### src/rtl/multi_delay_timer.sv
// Multi-channel programmable delay timer.
// Each channel runs a periodic or one-shot counter that emits tick/status flags.
module multi_delay_timer #(
    parameter int CHANNELS  = 4,
    parameter int CBITS     = 11,
    parameter int N_DEFAULT = 1250,
    localparam int CW = (CHANNELS > 1) ? $clog2(CHANNELS) : 1
) (
    input  logic                clk,
    input  logic                rst,
    input  logic                cfg_we,
    input  logic [CW-1:0]       cfg_ch,
    input  logic [CBITS-1:0]    cfg_period,
    input  logic                cfg_oneshot,
    input  logic [CHANNELS-1:0] start,
    input  logic [CHANNELS-1:0] enable,
    output logic [CHANNELS-1:0] sig,
    output logic [CHANNELS-1:0] flg,
    output logic [CHANNELS-1:0] err,
    output logic [CHANNELS-1:0] busy
);

    // Parameter sanity: refuse to elaborate an unrepresentable default period.
    if (N_DEFAULT < 0 || N_DEFAULT >= (2 ** CBITS)) begin : g_bad_default
        $error("N_DEFAULT must fit in CBITS bits");
    end
    if (CHANNELS < 1 || CHANNELS > 16) begin : g_bad_channels
        $error("CHANNELS must be in 1..16");
    end

    typedef enum logic {
        IDLE = 1'b0,
        RUN  = 1'b1
    } state_t;

    localparam logic [CBITS-1:0] PDEF = CBITS'(N_DEFAULT);

    state_t           state_q   [CHANNELS];
    state_t           state_d   [CHANNELS];
    logic [CBITS-1:0] cnt_q     [CHANNELS];
    logic [CBITS-1:0] cnt_d     [CHANNELS];
    logic [CBITS-1:0] period_q  [CHANNELS];
    logic [CBITS-1:0] period_d  [CHANNELS];
    logic             oneshot_q [CHANNELS];
    logic             oneshot_d [CHANNELS];

    // Per-channel state register with synchronous reset to free-running default.
    always_ff @(posedge clk) begin
        if (rst) begin
            for (int i = 0; i < CHANNELS; i++) begin
                state_q[i]   <= RUN;
                cnt_q[i]     <= '0;
                period_q[i]  <= PDEF;
                oneshot_q[i] <= 1'b0;
            end
        end else begin
            for (int i = 0; i < CHANNELS; i++) begin
                state_q[i]   <= state_d[i];
                cnt_q[i]     <= cnt_d[i];
                period_q[i]  <= period_d[i];
                oneshot_q[i] <= oneshot_d[i];
            end
        end
    end

    // Next state: cfg write beats start, start beats counting/wrapping.
    always_comb begin
        for (int i = 0; i < CHANNELS; i++) begin
            state_d[i]   = state_q[i];
            cnt_d[i]     = cnt_q[i];
            period_d[i]  = period_q[i];
            oneshot_d[i] = oneshot_q[i];
            if (cfg_we && (cfg_ch == CW'(i))) begin
                period_d[i]  = cfg_period;
                oneshot_d[i] = cfg_oneshot;
                cnt_d[i]     = '0;
                state_d[i]   = RUN;
            end else if (start[i]) begin
                cnt_d[i]   = '0;
                state_d[i] = RUN;
            end else if (state_q[i] == RUN && enable[i]) begin
                if (cnt_q[i] < period_q[i]) begin
                    cnt_d[i] = cnt_q[i] + CBITS'(1);
                end else begin
                    cnt_d[i] = '0;
                    if (oneshot_q[i]) begin
                        state_d[i] = IDLE;
                    end
                end
            end
        end
    end

    // Status outputs decoded from registered state only.
    always_comb begin
        sig  = '0;
        flg  = '0;
        err  = '0;
        busy = '0;
        for (int i = 0; i < CHANNELS; i++) begin
            busy[i] = (state_q[i] == RUN);
            sig[i]  = (state_q[i] == RUN) && (cnt_q[i] >= period_q[i]);
            flg[i]  = (state_q[i] == RUN) && (cnt_q[i] < period_q[i]);
            err[i]  = (cnt_q[i] > period_q[i]);
        end
    end

endmodule
### config.mk
export PLATFORM = sky130hd
export DESIGN_NAME = multi_delay_timer
export DESIGN_NICKNAME = d
export VERILOG_FILES = /design/src/rtl/multi_delay_timer.sv
export SDC_FILE = /design/constraint.sdc
export NUM_CORES = 1
export LEC_CHECK = 0
export BUFFER_PORTS_ARGS = -buffer_cell sky130_fd_sc_hd__buf_2
export CAP_MARGIN = 10
export CORE_MARGIN = 3
export CORE_UTILIZATION = 56
export CTS_BUF_LIST = sky130_fd_sc_hd__clkbuf_2
export DETAILED_ROUTE_END_ITERATION = 8
export GPL_TIMING_DRIVEN = 0
export HOLD_SLACK_MARGIN = 0.02
export PLACE_DENSITY = 0.78
export SLEW_MARGIN = 30
export SYNTH_ARGS = -nofsm -noshare
export SYNTH_HDL_FRONTEND = slang
export SYNTH_SLANG_ARGS = --single-unit
### constraint.sdc
create_clock -name clk -period 2.1 [get_ports clk]
set_clock_uncertainty 0.2 [all_clocks]
set_input_delay 0.21 -clock clk [delete_from_list [all_inputs] [get_ports clk]]
set_output_delay 0.21 -clock clk [all_outputs]
set_load 0.005 [all_outputs]
==> flow_summary.json <==
{
  "status": "complete, but fails checks",
  "violations": "setup timing",
  "dp_hpwl_um": 8570,
  "yosysTopAreaCell": "dfxtp_1",
  "netlist_area_um2": 5070,
  "clkTransAtPathRegs_ps": 260,
  "finalCriticalPeriod_ps": 2690,
  "crit_type": "reg -> out",
  "seqCellArea_um2": 2020,
  "drc": 0,
  "grt_usage_pct": 25.8,
  "synth_ff_type": "dfxtp_1",
  "cts.sinks": 96,
  "setup_violations": 36,
  "cp.required_ps": 1690,
  "numCtsBuffers": 9,
  "power_density_nw_per_um2": 471,
  "top_layer": "met4",
  "path_buf_inv": 1,
  "critical_path_arrival_ps": 2280,
  "drive_gt1_share_pct": 34.7,
  "ys_types": 42,
  "vias_per_cell": 5.74,
  "synth_top_area_share_pct": 37.9,
  "wl_met1_um": 5600,
  "antenna_left": 0,
  "root_buffer": "clkbuf_2",
  "wl_met3_um": 756,
  "port_buffers": 37,
  "tns_ps": -8020,
  "synthToLayoutAreaGrowth_pct": 32.7,
  "place.gp.congestion": 0.856,
  "cts_max_level": 3,
  "fill_cells": 580,
  "max-slew-margin-rel_pct": 55.8,
  "multi_input_area_um2": 3470,
  "avgSynthCellArea_um2": 8.17,
  "grt_first_pass_wirelength_um": 21100,
  "grt_pass1_vias": 4692,
  "die_y_um": 101,
  "rows": 34,
  "slowest_stage": "dfxtp_1",
  "wl_per_cell_um": 16.4,
  "r2r-start": "cnt_q[2][3]$_SDFFE_PP0P_",
  "synth-warning-count": 0,
  "rsz0062_at_grt": "yes",
  "die_width_um": 101,
  "antenna_found_initial": 0,
  "critPathMaxStageDelay_ps": 490,
  "route.met2.wl_um": 7020,
  "synth_edf_count": 0,
  "netlist_instances": 621,
  "cp_cell_sequence": "ha_1 -> nand4_1 -> a211oi_2 -> a2111oi_4 -> and2_1 -> buf_2",
  "path_delay_family": "flip-flops",
  "drt_first_iter_violations": 228,
  "irDropWorstVdd_mv": 0.332,
  "maxCapViolCount": 0,
  "ios": 41,
  "regToRegSetupSlack_ps": -120,
  "fin_crit_sh_pct": 128,
  "async_flop_share_pct": 0,
  "die_area_um2": 10200,
  "routed_wirelength_um": 13700,
  "final_cell_mix": "106 x nand2_1, 57 x nor2_1, 44 x dfxtp_2, 43 x buf_2, 41 x dfxtp_1",
  "worstPathMaxFanout": 5,
  "core-area_um2": 8760,
  "grt_max_degree": 17,
  "leakage_nw": 2.60,
  "insertedDiodeCount": 0,
  "cts_tree": "done",
  "min-delay-start": "cfg_ch[1]",
  "start_util_pct": 57.9,
  "cp-start-kind": "register",
  "hold_class": "in -> reg",
  "synth_seq_cells": 96,
  "finalHoldViolCount": 0,
  "finalMaxSlewViolations": 0,
  "worstMarginPinSlew_ps": 661,
  "clockBufferDepth": 2,
  "mostFrequentLayoutCell": "nand2_1",
  "fin_nets": 799,
  "endpoint_kind": "output pin",
  "drt-pass1-iter-count": 5,
  "yosys-top-cells-area": "dfxtp_1 38%, ha_1 12%, nand2_1 8.0%, a21oi_1 5.1%, nor2_1 4.7%",
  "clk_latency_ps": 580,
  "hold_slack_ps": 87.7,
  "fmax_mhz": 372,
  "p_total_mw": 3.17,
  "ys_seq_area_share_pct": 37.9,
  "syn-num-nets": 694,
  "startpoint": "cnt_q[2][3]$_SDFFE_PP0P_",
  "grt-ovfl-total": 0,
  "vias": 4808,
  "layout_setup_ws_ps": -591
}
==> cells in the mapped netlist, drive strengths merged, types with 3 or more instances <==
library cell,count
and2,6
nor2b,6
and3,7
buf,11
clkbuf,12
ha,48
nor3b,5
xor2,20
nand3b,4
nand3,17
nand4,23
a211o,20
or3,4
nor3,7
a31oi,3
nor2,64
a2111oi,3
o21ai,16
nand2,109
a21oi,52
inv,48
a21boi,3
xnor2,9
and4,3
a211oi,14
dfxtp,96
==> worst reg2reg max path, delay by kind of cell, from the launching register on <==
family | cells | cell delay [ps]
fa+ha+maj | 1 | 260
buf+inv | 2 | 330
compound gates | 3 | 660
simple gates | 2 | 240
flops | 1 | 490
==> cell type report <==
cell class / instances / area share (%)
plain buffers: 22 / 1.56
clock buffers: 9 / 0.669
clock inverters: 6 / 1.04
inverters: 48 / 2.68
multi-input cells: 454 / 51.5
flip-flops and latches: 96 / 30.0
well taps: 108 / 2.01
repair buffers: 95 / 10.5
==> report_power, final <==
group	switching [mW]	internal, mW
logic	0.216	0.148
registers	0.0216	1.86
clock network	0.646	0.279
total	0.884	2.28
==> timing repair <==
item                                    CTS  global route
endpoints found under the setup margin   59            61
hold buffers                             26             0
endpoints found under the hold margin    96             0
resized for setup                       114            75
setup buffers                            28            11
pin swaps                                50            63
==> flip-flops by register name, summed over array words and instances, names as in the netlist <==
register,count
cnt_q,44
oneshot_q,4
period_q,44
state_q,4
==> metrics by stage <==
stage	util, %	cell area [um^2]	setup slack (ps)	std cells
after floorplan	-	5080	13.4	621
after global placement	61.7	5400	-334	766
after detailed placement	61.7	5400	-389	766
after CTS	72.9	6390	-656	832
after global routing	76.8	6730	-738	838
final	76.8	6730	-591	838
==> cell families after synthesis <==
kind of cell	synth area share, %
adders and majority gates	11.8
xor gates and xnor gates	5.01
and+or+nand+nor	23.8
AOI/OAI and AO/OA	15.8
DFF	37.9
buffers and inverters	5.70
==> path summary, 6_finish.rpt <==
path,end,depth (start not counted)
max,flg[2],6
min,period_q[3][1]$_SDFFE_PP1P_,5
max reg2reg,cnt_q[2][3]$_SDFFE_PP0P_,8
min reg2reg,period_q[3][2]$_SDFFE_PP0P_,2
==> metal layers <==
layer	track usage (%)	up-vias
li1	-	2336
met1	31.2	2300
met2	45.5	135
met3	5.85	37
met4	7.98	0
met5	0	-
No activity file was read; power rests on OpenSTA's default activity.
